**src/rtl/seg_display_pkg.sv**
```systemverilog
// Shared constants and hex-to-segment decode for the debug display.
package seg_display_pkg;

  localparam int unsigned SEG_W = 7;

  // All segments dark, expressed active-high; output polarity is applied later.
  localparam logic [SEG_W-1:0] SEG_OFF = 7'h00;

  // Active-high {g,f,e,d,c,b,a} pattern for one hex nibble.
  function automatic logic [SEG_W-1:0] hex2seg(input logic [3:0] nib);
    logic [SEG_W-1:0] seg;
    seg = SEG_OFF;
    case (nib)
      4'h0: seg = 7'h3F;
      4'h1: seg = 7'h06;
      4'h2: seg = 7'h5B;
      4'h3: seg = 7'h4F;
      4'h4: seg = 7'h66;
      4'h5: seg = 7'h6D;
      4'h6: seg = 7'h7D;
      4'h7: seg = 7'h07;
      4'h8: seg = 7'h7F;
      4'h9: seg = 7'h6F;
      4'hA: seg = 7'h77;
      4'hB: seg = 7'h7C;
      4'hC: seg = 7'h39;
      4'hD: seg = 7'h5E;
      4'hE: seg = 7'h79;
      4'hF: seg = 7'h71;
    endcase
    return seg;
  endfunction

endpackage

```
**src/rtl/seg_debug_display_if.sv**
```systemverilog
// Source-select inputs and segment-bank outputs of the debug display.
interface seg_debug_display_if
  import seg_display_pkg::*;
#(
  parameter int unsigned NUM_DIGITS = 8,
  parameter int unsigned NUM_SRC    = 8,
  parameter int unsigned SEL_W      = $clog2(NUM_SRC)
);

  logic [SEL_W-1:0]        sel;
  logic [32*NUM_SRC-1:0]   src_data;
  logic                    freeze;
  logic [SEG_W-1:0]        led;
  logic [NUM_DIGITS-1:0]   en;
  logic                    frame_tick;

  modport master (output sel, src_data, freeze, input led, en, frame_tick);
  modport slave  (input sel, src_data, freeze, output led, en, frame_tick);

endinterface

```
**src/rtl/seg_scan_timer.sv**
```systemverilog
// Refresh divider and digit scan index; wrap_c marks the edge that returns to digit 0.
module seg_scan_timer #(
  parameter int unsigned NUM_DIGITS  = 8,
  parameter int unsigned REFRESH_DIV = 100000,
  localparam int unsigned IDX_W      = (NUM_DIGITS > 1) ? $clog2(NUM_DIGITS) : 1,
  localparam int unsigned CNT_W      = $clog2(REFRESH_DIV)
) (
  input  logic             clk,
  input  logic             rst,
  output logic [IDX_W-1:0] idx,
  output logic             wrap_c
);

  logic [CNT_W-1:0] cnt;
  logic             last_c;
  logic             idx_last_c;

  assign last_c     = (cnt == CNT_W'(REFRESH_DIV - 1));
  assign idx_last_c = (idx == IDX_W'(NUM_DIGITS - 1));
  assign wrap_c     = last_c && idx_last_c;

  // Count cycles per digit and step the digit index on the last one.
  always_ff @(posedge clk) begin
    if (rst) begin
      cnt <= '0;
      idx <= '0;
    end else begin
      cnt <= last_c ? '0 : cnt + CNT_W'(1);
      if (last_c) begin
        idx <= idx_last_c ? '0 : idx + IDX_W'(1);
      end
    end
  end

endmodule

```
**src/rtl/seg_debug_display.sv**
```systemverilog
// Multi-source debug word display: selects a source, snapshots it once per
// scan frame and time-multiplexes its hex digits onto the segment bank.
// Optional build macro SEG_LEADING_ZERO_BLANK_EN blanks leading zero digits.
module seg_debug_display
  import seg_display_pkg::*;
#(
  parameter int unsigned NUM_DIGITS  = 8,
  parameter int unsigned NUM_SRC     = 8,
  parameter int unsigned SEL_W       = $clog2(NUM_SRC),
  parameter int unsigned REFRESH_DIV = 100000,
  parameter bit          ACTIVE_LOW  = 1'b1
) (
  input  logic                clk,
  input  logic                rst,
  seg_debug_display_if.slave  bus
);

  localparam int unsigned IDX_W = (NUM_DIGITS > 1) ? $clog2(NUM_DIGITS) : 1;
  localparam int unsigned VAL_W = 4 * NUM_DIGITS;
  localparam logic [SEG_W-1:0]      LED_INV = {SEG_W{ACTIVE_LOW}};
  localparam logic [NUM_DIGITS-1:0] EN_INV  = {NUM_DIGITS{ACTIVE_LOW}};

  logic [IDX_W-1:0] idx;
  logic             wrap_c;
  logic             wrap_q;
  logic [31:0]      sel_word_c;
  logic [VAL_W-1:0] snap;
  logic             show_c;

  seg_scan_timer #(
    .NUM_DIGITS  (NUM_DIGITS),
    .REFRESH_DIV (REFRESH_DIV)
  ) u_timer (
    .clk    (clk),
    .rst    (rst),
    .idx    (idx),
    .wrap_c (wrap_c)
  );

  // Source mux; selector codes with no source behind them read as zero.
  always_comb begin
    sel_word_c = '0;
    for (int unsigned k = 0; k < NUM_SRC; k++) begin
      if (bus.sel == SEL_W'(k)) sel_word_c = bus.src_data[32*k +: 32];
    end
  end

  // Frame snapshot, taken only at scan wrap so a frame never shows two values.
  always_ff @(posedge clk) begin
    if (rst) begin
      snap <= '0;
    end else if (wrap_c && !bus.freeze) begin
      snap <= sel_word_c[VAL_W-1:0];
    end
  end

`ifdef SEG_LEADING_ZERO_BLANK_EN
  logic [IDX_W-1:0] top_c;

  // Highest non-zero digit of the snapshot; digit 0 is always shown.
  always_comb begin
    top_c = '0;
    for (int unsigned d = 1; d < NUM_DIGITS; d++) begin
      if (snap[4*d +: 4] != 4'h0) top_c = IDX_W'(d);
    end
  end

  assign show_c = (idx <= top_c);
`else
  assign show_c = 1'b1;
`endif

  // Registered segment/enable drive plus frame pulse aligned with digit 0.
  always_ff @(posedge clk) begin
    if (rst) begin
      wrap_q         <= 1'b0;
      bus.frame_tick <= 1'b0;
      bus.led        <= SEG_OFF ^ LED_INV;
      bus.en         <= EN_INV;
    end else begin
      wrap_q         <= wrap_c;
      bus.frame_tick <= wrap_q;
      bus.led        <= (show_c ? hex2seg(snap[4*idx +: 4]) : SEG_OFF) ^ LED_INV;
      bus.en         <= (show_c ? (NUM_DIGITS'(1) << idx) : '0) ^ EN_INV;
    end
  end

endmodule

```
**src/flat_wrapper.sv**
```systemverilog
// flat-port wrapper written by rule: the top's interface ports become plain ports
module seg_debug_display_flat import seg_display_pkg::*;
#(
  parameter int unsigned NUM_DIGITS  = 8,
  parameter int unsigned NUM_SRC     = 8,
  parameter int unsigned SEL_W       = $clog2(NUM_SRC),
  parameter int unsigned REFRESH_DIV = 100000,
  parameter bit          ACTIVE_LOW  = 1'b1
)
  (clk, rst, bus_sel, bus_src_data, bus_freeze, bus_led, bus_en, bus_frame_tick);
  seg_debug_display_if #(.NUM_DIGITS(NUM_DIGITS), .NUM_SRC(NUM_SRC), .SEL_W(SEL_W)) bus_i ();
  input  logic clk;
  input  logic rst;
  input wire logic [$bits(bus_i.sel)-1:0] bus_sel;
  input wire logic [$bits(bus_i.src_data)-1:0] bus_src_data;
  input wire logic [$bits(bus_i.freeze)-1:0] bus_freeze;
  output wire logic [$bits(bus_i.led)-1:0] bus_led;
  output wire logic [$bits(bus_i.en)-1:0] bus_en;
  output wire logic [$bits(bus_i.frame_tick)-1:0] bus_frame_tick;
  assign bus_i.sel = bus_sel;
  assign bus_i.src_data = bus_src_data;
  assign bus_i.freeze = bus_freeze;
  assign bus_led = bus_i.led;
  assign bus_en = bus_i.en;
  assign bus_frame_tick = bus_i.frame_tick;
  seg_debug_display #(.NUM_DIGITS(NUM_DIGITS), .NUM_SRC(NUM_SRC), .SEL_W(SEL_W), .REFRESH_DIV(REFRESH_DIV), .ACTIVE_LOW(ACTIVE_LOW)) u_core (.clk(clk), .rst(rst), .bus(bus_i));
endmodule
```
**config.mk**
```make
export PLATFORM = sky130hd
export DESIGN_NAME = seg_debug_display_flat
export DESIGN_NICKNAME = d
export VERILOG_FILES = /design/src/rtl/seg_display_pkg.sv /design/src/rtl/seg_debug_display_if.sv /design/src/rtl/seg_scan_timer.sv /design/src/rtl/seg_debug_display.sv /design/src/flat_wrapper.sv
export SDC_FILE = /design/constraint.sdc
export NUM_CORES = 1
export LEC_CHECK = 0
export BUFFER_PORTS_ARGS = -buffer_cell sky130_fd_sc_hd__buf_2
export CORE_AREA = 10 10 144 113
export DETAILED_ROUTE_END_ITERATION = 6
export DIE_AREA = 0 0 154 123
export PLACE_DENSITY = 0.78
export SLEW_MARGIN = 25
export SYNTH_ARGS = -nofsm -noshare
export SYNTH_HDL_FRONTEND = slang
export SYNTH_SLANG_ARGS = --single-unit
```
**constraint.sdc**
```tcl
create_clock -name clk -period 2.9 [get_ports clk]
set_clock_uncertainty 0.2 [all_clocks]
set_input_delay 0.58 -clock clk [delete_from_list [all_inputs] [get_ports clk]]
set_output_delay 0.58 -clock clk [all_outputs]
set_load 0.05 [all_outputs]
```
# --- Yosys cells after proc, flatten, opt, wreduce, memory -nomap -nowiden ---
# Memory sizes are Yosys's and may differ from the RTL's.
# Cells that the tools add are included.
word_totals:
  regBits: 69
  romBits: 112
  in_bits: 262
  out_inout_bits: 16
  elab_cells: 38
  memories: 1
classes:
  n_addsub: 2
  n_eq_ne: 9
  n_shift: 2
  muxes: 10
  n_bitwise: 2
  n_reduce_logical: 5
memory_table:
  columns: ["memory", "depth", "word_bits", "rd", "rd_ports_with_merged_regs", "wr", "line_no", "text"]
  rows:
  - ["(no name shown)", 16, 7, 1, 0, 0, "seg_display_pkg.sv:13", "case (nib)"]
op_table:
  columns: ["cell", "count"]
  rows:
  - ["32-bit two-way mux", 8]
  - ["32-bit by 6-bit indexed part select with 4-bit output", 1]
  - ["17-bit by 1-bit adder with 17-bit output (second input constant)", 1]
  - ["17-bit == test (second input constant)", 1]
  - ["3-bit == test (second input constant)", 5]
  - ["8-bit inverter", 1]
  - ["1-bit by 3-bit left shift with 8-bit output (first input constant)", 1]
  - ["7-bit two-way mux", 1]
  - ["7-bit inverter", 1]
  - ["3-bit by 2-bit == test with 1-bit output (second input constant)", 2]
  - ["3-bit by 1-bit adder with 3-bit output (second input constant)", 1]
  - ["3-bit by 1-bit == test with 1-bit output (second input constant)", 1]
  - ["3-bit zero test", 1]
  - ["3-bit two-way mux", 1]
  - ["1-bit logical AND", 2]
  - ["2-bit OR reduction", 1]
  - ["1-bit zero test", 1]

# --- Longest topological paths before layout ---
# Gate-level depths: netlist of the first run.
logic_depth:
  word_depth: 9
  ltp_mapped: 9
  mapped_depth_nobuf: 8

# --- Cells and area by module ---
# A second synthesis of the first run with hierarchy kept.
hier_totals:
  cells_unflattened: 703
  hier_area_um2: 5316.3
by_module_without_submodules:
  columns: ["module", "instances", "cells_each", "area_each_um2", "seq_area_each_um2"]
  rows:
  - ["seg_debug_display", 1, 602, 4374.2, 980.9]
  - ["seg_scan_timer", 1, 101, 942.2, 400.4]

# --- Worst setup path after synthesis of the first run ---
# No wires, ideal clock.
synth_timing:
  path_type: "register to register"
  from: "register u_core.u_timer.idx[0]"
  to: "register u_core.bus.led[0]"
  setup_time_ns: 0.127
  arrival_time_ns: 2.425
  required_time_ns: 2.573
  path_slack_ns: 0.148
  path_stages_with_launch: 9
  path_buffers: 1
  period_less_slack_ns: 2.752
  path_cell_list: "dfxtp_1 -> buf_4 -> mux4_2 -> mux2i_1 -> inv_1 -> ha_1 -> a2111oi_0 -> a21o_1 -> a221oi_1"
synth_via:
  elab_chain_cells: 4
synth_rtl:
  columns: ["item", "line_no", "text"]
  rows:
  - ["start, declared", "seg_scan_timer.sv:10", "output logic [IDX_W-1:0] idx,"]
  - ["start signal, assigned", "seg_scan_timer.sv:30", "idx <= idx_last_c ? '0 : idx + IDX_W'(1);"]
  - ["32-bit by 6-bit indexed part select with 4-bit output", "seg_debug_display.sv:83", "bus.led <= (show_c ? hex2seg(snap[4*idx +: 4]) : SEG_OFF) ^ LED_INV;"]
  - ["memory read 16 x 7 bit", null, null]
  - ["7-bit two-way mux", "seg_debug_display.sv:75", "if (rst) begin"]
  - ["7-bit inverter (no line)", null, null]
  - ["end signal, assigned", "seg_debug_display.sv:78", "bus.led <= SEG_OFF ^ LED_INV;"]
  - ["end signal, assigned", "seg_debug_display.sv:83", null]
  - ["end, declared", "seg_debug_display_if.sv:18", "modport slave (input sel, src_data, freeze, output led, en, frame_tick);"]
# No other way between the ends. The select of a mux whose other input is x is not followed.
# A chain may end at the register's enable or synchronous reset.

# --- Final worst setup path of the first run ---
# Same ends and word-level chain as after synthesis.

==> results.tsv, run 1 <==
metric	value	unit
numPortBuffers	277	
path_clk_slew	0.06	ns
drv_cap	0	
synth_area	5690	um2
die_w	154	um
synth_edf_count	0	
syn_area_per_cell	7.97	um2
finalSetupViolCount	0	
cp.arrival	2.59	ns
min_period	2.58	ns
rsz0062_at_grt	no	
hold_viol_final	0	
multiInputGateArea	4000	um2
dieHeight	123	um
instances_no_fill	1133	
synthTopCellsByCount	a21oi_1, dfxtp_1, nand2b_1	
clock.fmax	388	MHz
synthDistinctLibCells	49	
vias	6387	
syn_to_final_growth	31.7	%
ys_seq_elements	69	
post_drt_wl_per_cell	18.9	um
antenna_found_initial	1	
dp_hpwl	17.1	mm
overflow	0	
syn-num-nets	989	
yosysSeqAreaShare	24.3	%
final_cell_area	7490	um2
async_reset_ff_share	0	%
ys.warnings.count	0	
grt_max_degree	130	
tightest_slew	0.905	ns
dpl-instance-area	7190	um2
regArea	1380	um2
ys_top_cells_by_area	dfxtp_1, a21oi_1, mux2i_1	
dp.cells	1116	
drv_slew	0	
clock_latency	0.33	ns
yosysMostFrequentCell	a21oi_1	
grt_pass1_vias	6211	
post-cts-setup-buffer-count	0	
ys.flop_type	dfxtp_1	
worstHoldPathCells	1	
h-tree-depth	3	
cts.root.buffer_cell	clkbuf_16	
timing.setup.tns	0	ns
cts_tree	built	
design.core.area	13500	um2
die_area	18900	um2
fin_crit_sh	88.8	%
synthCells	714	
power_leakage	3.26	nW
start_util	42.2	%
final_nets	1227	
cts_buffers	9	
ant_nets	0	
cp_max_fo	9	
worstSetupEndpointType	flip-flop	
viasPerCell	5.64	
dr.first_iter.drc_count	464	
ir_drop	0.273	mV
yosysTopAreaCell	dfxtp_1	
grt_pass1_wl	33.6	mm
nFillCells	1271	
max-clock-path-buffers	2	
grtUsageTotal	21.5	%
p_per_area	369	nW/um2
synth_top_area_share	24.3	%
critPathLaunchType	flip-flop	
slew_headroom	39.5	%
ff2ff_path_depth	6	
wirelength	21.5	mm
row_count	37	
clock_sinks	69	
hp-class	reg -> reg	
ios	278	
drive_gt1_share	36.9	%
cts_resized	0	
path_class	reg -> reg	
status	complete, no violations	
critPathRequiredTime	2.91	ns
drc	0	
hold_buffers	0	
drt-pass1-iter-count	5	
gp_congestion	0.910	
## area by class of cell
| class | instances | share of cell area, % |
|---|---|---|
| Multi-Input combinational cell | 570 | 53.4 |
| Clock inverter | 5 | 0.785 |
| Antenna cell | 1 | 0.0334 |
| Clock buffer | 11 | 3.24 |
| Inverter | 11 | 0.551 |
| Timing Repair Buffer | 291 | 20.6 |
| Tap cell | 175 | 2.92 |
| Sequential cell | 69 | 18.4 |
## layer usage
layer  track usage [%]  vias up  wire, um  part of all wire (%)
met1              27.2     2926      9440                    44
met2              36.0      271      9970                    46
met5                 0        -         0                     0
met3              5.07       31      1660                   7.7
met4              5.83        0       400                   1.9
li1                  -     3159         -                     -
## stage by stage
stage	total power, mW	setup WS, ns	utilization [%]	hold WS, ns
final	2.76	0.324	55.6	0.238
after global routing	2.90	0.0913	55.6	0.263
after CTS	2.78	0.308	55.6	0.244
after detailed placement	1.68	0.316	53.4	0.234
after global placement	1.67	0.350	53.4	0.228
after floorplan	1.41	0.148	-	0.214
## final timing paths
path / from / end / slack [ns]
max: u_core.u_timer.idx[0] / u_core.bus.led[0] / 0.32
min: u_core.wrap_q / u_core.bus.frame_tick / 0.24
max reg2reg: u_core.u_timer.idx[0] / u_core.bus.led[0] / 0.32
min reg2reg: u_core.wrap_q / u_core.bus.frame_tick / 0.24
## power breakdown
group / total, mW / internal (mW) / switching [mW]
logic: 0.705 / 0.349 / 0.356
registers: 0.962 / 0.957 / 0.00539
clock network: 1.09 / 0.690 / 0.404
total: 2.76 / 2.00 / 0.765
## worst max-delay path, stage by stage, from the launching register on
cell and delay (ns):
dfxtp_1 0.57, mux4_2 0.56, mux2_2 0.33, ha_1 0.24, a2111oi_0 0.40, a21o_1 0.13, a221oi_1 0.04
## cells by family (layout without fill, tap and decap cells)
family / Yosys count / count (layout) / share of synthesized area, %
multiplexers: 81 / 81 / 16.3
flip-flops: 69 / 69 / 24.3
buffers and inverters: 75 / 318 / 5.67
AO/OA/AOI/OAI: 244 / 244 / 28.6
other: 0 / 1 / 0
adder cells (fa/ha/maj): 13 / 13 / 2.86
AND/OR/NAND/NOR: 217 / 217 / 20.0
XOR/XNOR: 15 / 15 / 2.31
## flip-flops by register name, summed over array words and instances, names as in the netlist
signal and cells:
u_core.bus.frame_tick 1, u_core.u_timer.idx 3, u_core.snap 32, u_core.u_timer.cnt 17
u_core.bus.en 8, u_core.bus.led 7, u_core.wrap_q 1
## cell usage in the layout, fill, tap and decap left out, types with 2 or more instances in the layout
| cell | netlist | routed |
|---|---|---|
| nand3_1 | 9 | 9 |
| mux4_2 | 6 | 6 |
| nand2b_1 | 64 | 64 |
| nor3_1 | 5 | 5 |
| mux2_2 | 35 | 35 |
| nand4_1 | 2 | 2 |
| nor2_1 | 63 | 63 |
| buf_4 | 1 | 12 |
| a31oi_1 | 2 | 2 |
| ha_1 | 13 | 13 |
| nor4_1 | 35 | 35 |
| o22ai_1 | 32 | 32 |
| clkbuf_16 | 0 | 9 |
| xor2_1 | 9 | 9 |
| mux2i_1 | 40 | 40 |
| dfxtp_1 | 69 | 69 |
| nand2_1 | 24 | 24 |
| o21ai_0 | 5 | 5 |
| inv_1 | 10 | 10 |
| xnor2_1 | 6 | 6 |
| a21oi_1 | 99 | 98 |
| buf_2 | 11 | 275 |
| o31ai_1 | 32 | 32 |
| o2bb2ai_1 | 31 | 31 |
| a2bb2oi_1 | 32 | 32 |
| or3_1 | 2 | 2 |
| nand4b_1 | 2 | 2 |
| nor2b_1 | 4 | 3 |
| and3_1 | 2 | 2 |
| clkinvlp_4 | 0 | 2 |
| buf_12 | 0 | 4 |
Note: power is estimated with default switching activity, not from simulation.
==> run 2: changes to the inputs <==
--- a/config.mk
+++ b/config.mk
@@ -5,12 +5,14 @@
 export SDC_FILE = /design/constraint.sdc
 export NUM_CORES = 1
 export LEC_CHECK = 0
+export ABC_AREA = 1
 export BUFFER_PORTS_ARGS = -buffer_cell sky130_fd_sc_hd__buf_2
-export CORE_AREA = 10 10 144 113
+export CORE_AREA = 8 8 141 110
 export DETAILED_ROUTE_END_ITERATION = 6
-export DIE_AREA = 0 0 154 123
-export PLACE_DENSITY = 0.78
+export DIE_AREA = 0 0 149 118
+export PLACE_DENSITY = 0.76
 export SLEW_MARGIN = 25
 export SYNTH_ARGS = -nofsm -noshare
 export SYNTH_HDL_FRONTEND = slang
+export SYNTH_HIERARCHICAL = 1
 export SYNTH_SLANG_ARGS = --single-unit
==> run 2 against run 1 <==
Clock-buffer cell count increased by 1. Clock power increased by 15%. Non-clock buffer count increased by 6. Worst setup slack got worse by 0.028 ns. Sequential cell count unchanged. Critical path depth increased by 7. Combinational power decreased by 27%. Maximum frequency decreased by 1.1%. Global-route usage increased by 4.5 points. Core utilization decreased by 0.92 points. Synthesized cell count increased by 29%. Largest power group unchanged.
==> results.tsv, run 2 <==
metric	value	unit	change
synth_area	5410	um2	was 5690 um2
vias	7176		was 6,387
cts_tree	built		unchanged
start_util	40.6	%	was 42.2%
rsz0062_at_grt	no		unchanged
regMostFlops	u_core/snap		was u_core.snap
yosysSeqAreaShare	25.5	%	was 24.3%
syn-num-nets	1189		was 989
syn_area_per_cell	5.89	um2	was 7.97 um2
crit_start	u_core/u_timer/cnt[0]		was u_core.u_timer.idx[0]
wirelength	23.6	mm	was 21.5 mm
ys.warnings.count	6		was 0
grt_pass1_vias	6796		was 6,211
worstSetupEndpointType	flip-flop		unchanged
grtUsageTotal	26.0	%	was 21.5%
hp-class	reg -> reg		unchanged
p_per_area	375	nW/um2	was 369 nW/um2
final_common_cell	buf_2		unchanged
dr.first_iter.drc_count	773		was 464
synth_top_area_share	25.5	%	was 24.3%
yosysMostFrequentCell	nand2_1		was a21oi_1
cp.arrival	2.67	ns	was 2.59 ns
drv_cap	0		unchanged
layout_common_cells	buf_2, nand2_1, nor2_1		was buf_2, a21oi_1, dfxtp_1
synthTopCellsByCount	nand2_1, nor2_1, a21oi_1		was a21oi_1, dfxtp_1, nand2b_1
synthCells	918		was 714
syn_to_final_growth	34.8	%	was 31.7%
ios	278		unchanged
antenna_found_initial	9		was 1
die_w	149	um	was 154 um
drt-pass1-iter-count	5		unchanged
critPathLaunchType	flip-flop		unchanged
h-tree-depth	3		unchanged
crit_chain	ha_1, nand2_2, nor2_8, nand3_2, nor2_4, inv_2, nor2_1, inv_1, or2_2, buf_4, a21oi_1, nand2_1, a21oi_1		was mux4_2, mux2_2, ha_1, a2111oi_0, a21o_1, a221oi_1
gp_congestion	0.948		was 0.910
instances_no_fill	1356		was 1,133
drv_slew	0		unchanged
overflow	0		unchanged
final_cell_area	7290	um2	was 7490 um2
clock_sinks	69		unchanged
design.core.area	13300	um2	was 13,500 um2
post-cts-setup-buffer-count	0		unchanged
largest_reg_flops	32		unchanged
async_reset_ff_share	0	%	unchanged
timing.setup.tns	0	ns	unchanged
cts_resized	0		unchanged
path_clk_slew	0.05	ns	was 0.06 ns
nFillCells	1362		was 1,271
slew_headroom	42.4	%	was 39.5%
yosysTopAreaCell	dfxtp_1		unchanged
reg2reg_from	u_core/u_timer/cnt[0]		was u_core.u_timer.idx[0]
dieHeight	118	um	was 123 um
die_area	17600	um2	was 18,900 um2
final_util	54.7	%	was 55.6%
cts_buffers	9		unchanged
path_class	reg -> reg		unchanged
hold_viol_final	0		unchanged
total_power	2.73	mW	was 2.76 mW
finalSetupViolCount	0		unchanged
fin_crit_sh	89.8	%	was 88.8%
ir_drop	0.323	mV	was 0.273 mV
whs	0.226	ns	was 0.238 ns
drive_gt1_share	29.5	%	was 36.9%
clock.fmax	384	MHz	was 388 MHz
dp_hpwl	18.9	mm	was 17.1 mm
max-clock-path-buffers	2		unchanged
ys_seq_elements	69		unchanged
hold_buffers	0		unchanged
critPathRequiredTime	2.96	ns	was 2.91 ns
ant_nets	0		unchanged
cp_max_fo	64		was 9
cts.root.buffer_cell	clkbuf_16		unchanged
pre_cts_ws	0.280	ns	was 0.316 ns
final_nets	1438		was 1,227
synthDistinctLibCells	30		was 49
synth_edf_count	0		unchanged
worstHoldStart	u_core/wrap_q		was u_core.wrap_q
layout_setup_ws	0.296	ns	was 0.324 ns
crit_path_frequent_cell	a21oi_1		
power_leakage	3.55	nW	was 3.26 nW
row_count	37		unchanged
grt_pass1_wl	36.8	mm	was 33.6 mm
status	complete, no violations		unchanged
viasPerCell	5.29		was 5.64
ys_top_cells_by_area	dfxtp_1, nand2_1, nand4_1		was dfxtp_1, a21oi_1, mux2i_1
dp.cells	1331		was 1,116
reg_top3	u_core/snap (32), u_core/u_timer/cnt (17), u_core/bus.en (8)		was u_core.snap (32), u_core.u_timer.cnt (17), u_core.bus.en (8)
tightest_slew	0.860	ns	was 0.905 ns
clock_latency	0.33	ns	about the same
post_drt_wl_per_cell	17.4	um	was 18.9 um
numPortBuffers	277		unchanged
max_stage_delay	0.35	ns	was 0.57 ns
dpl-instance-area	6930	um2	was 7190 um2
grt_max_degree	65		was 130
critPathSlowestCell	dfxtp_1		unchanged
drc	0		unchanged
ys.flop_type	dfxtp_1		unchanged
min_period	2.60	ns	was 2.58 ns
[run 2: per-layer routing]
metal | up-vias | wire length (um) | GRT usage, %
li1 | 3555 | - | -
met1 | 3173 | 9820 | 33.4
met2 | 402 | 10700 | 40.9
met3 | 46 | 2510 | 6.53
met4 | 0 | 579 | 9.82
met5 | - | 0 | 0
[run 2: critical path: cells and delay by family, from the launching register on]
kind,cells,cell delay (ns)
flip-flops,1,0.35
AO/OA/AOI/OAI,2,0.33
adder cells (fa/ha/maj),1,0.20
buffers and inverters,3,0.45
AND/OR/NAND/NOR,7,0.98
[run 2: cells by family (layout without fill, tap and decap cells)]
family	count (synthesis)	after routing	synth area share [%]
other	0	9	0
and+or+nand+nor	549	549	47.7
AOI/OAI and AO/OA	113	113	10.7
DFF	69	69	25.5
buffers and inverters	170	424	12.8
xor gates and xnor gates	8	8	1.29
adders and majority gates	9	9	2.08
[run 2: power breakdown]
part           switching, mW  total, mW  internal (mW)  leakage, nW
clock network          0.393       1.25          0.862        0.167
logic                  0.294      0.516          0.222         2.82
registers            0.00376      0.961          0.957        0.559
[run 2: worst paths after layout]
check	end	slack, ns	cells past startpoint
setup / recovery	u_core/snap[2]	0.30	13
hold / removal	u_core/bus.frame_tick	0.23	2
setup reg to reg	u_core/snap[2]	0.30	13
hold reg to reg	u_core/bus.frame_tick	0.23	2
[run 2: area by class of cell]
type                    count  area, um2  share of cell area (%)
diodes                      9       22.5                   0.309
clock buffers              12        246                    3.38
clock inverters             4       95.1                    1.30
inverters                 111        417                    5.71
multi-input cells         679       3350                    46.0
flip-flops and latches     69       1380                    18.9
well taps                 175        219                    3.00
repair buffers            297       1560                    21.3
==> run 3: changes to the inputs <==
--- a/config.mk
+++ b/config.mk
@@ -6,13 +6,12 @@
 export NUM_CORES = 1
 export LEC_CHECK = 0
 export ABC_AREA = 1
-export BUFFER_PORTS_ARGS = -buffer_cell sky130_fd_sc_hd__buf_2
-export CORE_AREA = 8 8 141 110
+export CORE_AREA = 8 8 123 97
 export DETAILED_ROUTE_END_ITERATION = 6
-export DIE_AREA = 0 0 149 118
-export PLACE_DENSITY = 0.76
+export DIE_AREA = 0 0 131 105
+export DONT_BUFFER_PORTS = 1
+export PLACE_DENSITY = 0.73
 export SLEW_MARGIN = 25
 export SYNTH_ARGS = -nofsm -noshare
 export SYNTH_HDL_FRONTEND = slang
-export SYNTH_HIERARCHICAL = 1
 export SYNTH_SLANG_ARGS = --single-unit
==> run 3 against run 2 <==
Hold slack worse by 0.11 ns. Sequential cell count stayed put. Via count is 14% lower. Synthesized cell count is 3.1% higher. Non-clock buffer count is 281 lower. Power is 12% lower. Synthesized area is 0.53% higher. Critical path type unchanged. Critical endpoint is now u_core.bus.led[0]. Largest power group unchanged. Highest routed layer unchanged.
==> results.tsv, run 3 <==
metric	value	unit	change
synth_area	5440	um2	was 5410 um2
ys_top_cells_by_area	dfxtp_1, nand2_1, nand4_1		unchanged
whs	0.113	ns	was 0.226 ns
crit_start	u_core.u_timer.idx[1]		was u_core/u_timer/cnt[0]
yosysMostFrequentCell	nand2_1		unchanged
wirelength	19.5	mm	was 23.6 mm
path_class	reg -> reg		unchanged
cp.arrival	2.54	ns	was 2.67 ns
synth_top_area_share	25.4	%	was 25.5%
total_power	2.41	mW	was 2.73 mW
drv_slew	0		unchanged
largest_reg_flops	32		unchanged
fin_crit_sh	87.7	%	was 89.8%
grt_pass1_wl	29.9	mm	was 36.8 mm
drt-pass1-iter-count	7		was 5
synthTopCellsByCount	nand2_1, inv_1, nand4_1		was nand2_1, nor2_1, a21oi_1
yosysSeqAreaShare	25.4	%	was 25.5%
gp_congestion	0.951		was 0.948
numPortBuffers	0		was 277
path_clk_slew	0.06	ns	was 0.05 ns
cts.root.buffer_cell	clkbuf_16		unchanged
clock_sinks	69		unchanged
hp-class	in -> reg		was reg -> reg
viasPerCell	5.84		was 5.29
dr.first_iter.drc_count	544		was 773
nFillCells	1007		was 1,362
die_area	13800	um2	was 17,600 um2
rsz0062_at_grt	no		unchanged
critPathRequiredTime	2.90	ns	was 2.96 ns
dp_hpwl	15.1	mm	was 18.9 mm
syn-num-nets	1221		was 1,189
slew_headroom	55.0	%	was 42.4%
h-tree-depth	3		unchanged
synthCells	946		was 918
syn_area_per_cell	5.75	um2	was 5.89 um2
dieHeight	105	um	was 118 um
combPwrFrac	12.9	%	was 18.9%
ios	278		unchanged
overflow	0		unchanged
cp_max_fo	12		was 64
vias	6139		was 7,176
max-clock-path-buffers	2		unchanged
async_reset_ff_share	0	%	unchanged
drc	0		unchanged
ys.flop_type	dfxtp_1		unchanged
status	complete, no violations		unchanged
final_nets	1185		was 1,438
grtUsageTotal	27.1	%	was 26.0%
power_frac_seq	40.7	%	was 35.2%
hold_buffers	0		unchanged
clock_latency	0.33	ns	about the same
post_drt_wl_per_cell	18.5	um	was 17.4 um
die_w	131	um	was 149 um
synth_edf_count	0		unchanged
finalSetupViolCount	0		unchanged
grt_max_degree	55		was 65
synthDistinctLibCells	29		was 30
min_period	2.54	ns	was 2.60 ns
reg2reg_from	u_core.u_timer.idx[1]		was u_core/u_timer/cnt[0]
layout_common_cells	nand2_1, inv_1, nand4_1		was buf_2, nand2_1, nor2_1
worstSetupEndpointType	flip-flop		unchanged
ys.warnings.count	0		was 6
p_sw	0.640	mW	was 0.690 mW
critPathLaunchType	flip-flop		unchanged
yosysTopAreaCell	dfxtp_1		unchanged
row_count	32		was 37
reg_top3	u_core.snap (32), u_core.u_timer.cnt (17), u_core.bus.en (8)		was u_core/snap (32), u_core/u_timer/cnt (17), u_core/bus.en (8)
n_antenna_cell	0		was 9
clock.fmax	393	MHz	was 384 MHz
cts_tree	built		unchanged
cts_buffers	9		unchanged
grt_pass1_vias	5709		was 6,796
final_common_cell	nand2_1		was buf_2
ir_drop	0.290	mV	was 0.323 mV
switching_share	26.6	%	was 25.3%
clkPwrFrac	46.5	%	was 45.9%
ys_seq_elements	69		unchanged
tightest_slew	0.672	ns	was 0.860 ns
timing.setup.tns	0	ns	unchanged
antenna_found_initial	0		was 9
start_util	54.6	%	was 40.6%
p_per_area	416	nW/um2	was 375 nW/um2
drive_gt1_share	5.14	%	was 29.5%
drv_cap	0		unchanged
p_int	1.77	mW	was 2.04 mW
regMostFlops	u_core.snap		was u_core/snap
syn_to_final_growth	6.44	%	was 34.8%
hold_viol_final	0		unchanged
ant_nets	0		unchanged
worstHoldStart	rst		was u_core/wrap_q
design.core.area	9970	um2	was 13,300 um2
power_leakage	2.69	nW	was 3.55 nW
[run 3: cell count changes after synthesis, sizes merged, moves of 4 or more]
cell | before | now
nand2 | 206 | 256
nor2 | 131 | 98
a21oi | 107 | 83
inv | 111 | 132
o21ai | 1 | 16
nand3 | 101 | 87
buf | 26 | 36
clkbuf | 33 | 27
nor3 | 7 | 12
o211ai | 2 | 7
ha | 9 | 13
[run 3: cell families after synthesis]
kind of cell	synth area share [%]
simple gates	46.1
buf+inv	14.6
xor+xnor	0.644
compound gates	10.3
flops	25.4
fa+ha+maj	2.99
[run 3: area by class of cell]
| cell class | count | area, um2 | area share (%) |
|---|---|---|---|
| multi-input combinational | 681 | 3290 | 56.8 |
| clock inverter | 5 | 58.8 | 1.02 |
| inverter | 133 | 499 | 8.62 |
| sequential | 69 | 1380 | 23.9 |
| timing repair buffer | 16 | 140 | 2.42 |
| tap | 136 | 170 | 2.94 |
| clock buffer | 11 | 253 | 4.36 |
[run 3: worst max-delay path, stage by stage (launching register included)]
cell and delay (ns):
dfxtp_1 0.59, inv_2 0.18, o211ai_1 0.14, nand2_1 0.09, o21ai_1 0.42, inv_1 0.17, ha_1 0.23, inv_1 0.09
nand3_1 0.12, nand3_1 0.10, nand3_1 0.07
[run 3: final timing paths]
check	depth (start not counted)	slack [ns]	end
hold / removal	1	0.11	u_core.bus.frame_tick
setup / recovery	10	0.36	u_core.bus.led[0]
setup reg to reg	10	0.36	u_core.bus.led[0]
hold reg to reg	2	0.21	u_core.bus.frame_tick
[run 3: timing repair]
action                                  4_1_cts  5_1_grt
resized for setup                             0        1
buffers inserted                              0        0
endpoints found under the setup margin        0        3
[run 3: through the flow]
step                      worst slack [ns]  util, %  std cells  instance area (um2)
after CTS                            0.348     58.1       1051                 5790
after floorplan                      0.776        -        946                 5440
after global routing                 0.116     58.1       1051                 5790
final                                0.358     58.1       1051                 5790
after global placement               0.417     54.8       1034                 5460
after detailed placement             0.350     55.0       1035                 5480
[run 3: power groups by stage]
stage	registers (mW)	clock network [mW]	logic [mW]
final	0.980	1.12	0.311
after CTS	0.981	1.14	0.308
after floorplan	0.999	0	0.248
after global routing	0.981	1.18	0.347
after global placement	1.00	0	0.299
after detailed placement	1.00	0	0.306
[run 3: per-layer routing]
layer  vias to the layer above  global-route usage [%]  part of all wire (%)
met5                         -                       0                     0
met4                         0                    5.48                   1.3
met3                        30                    10.1                    12
met2                       346                    43.8                    46
met1                      2754                    33.7                    42
li1                       3009                       -                     -
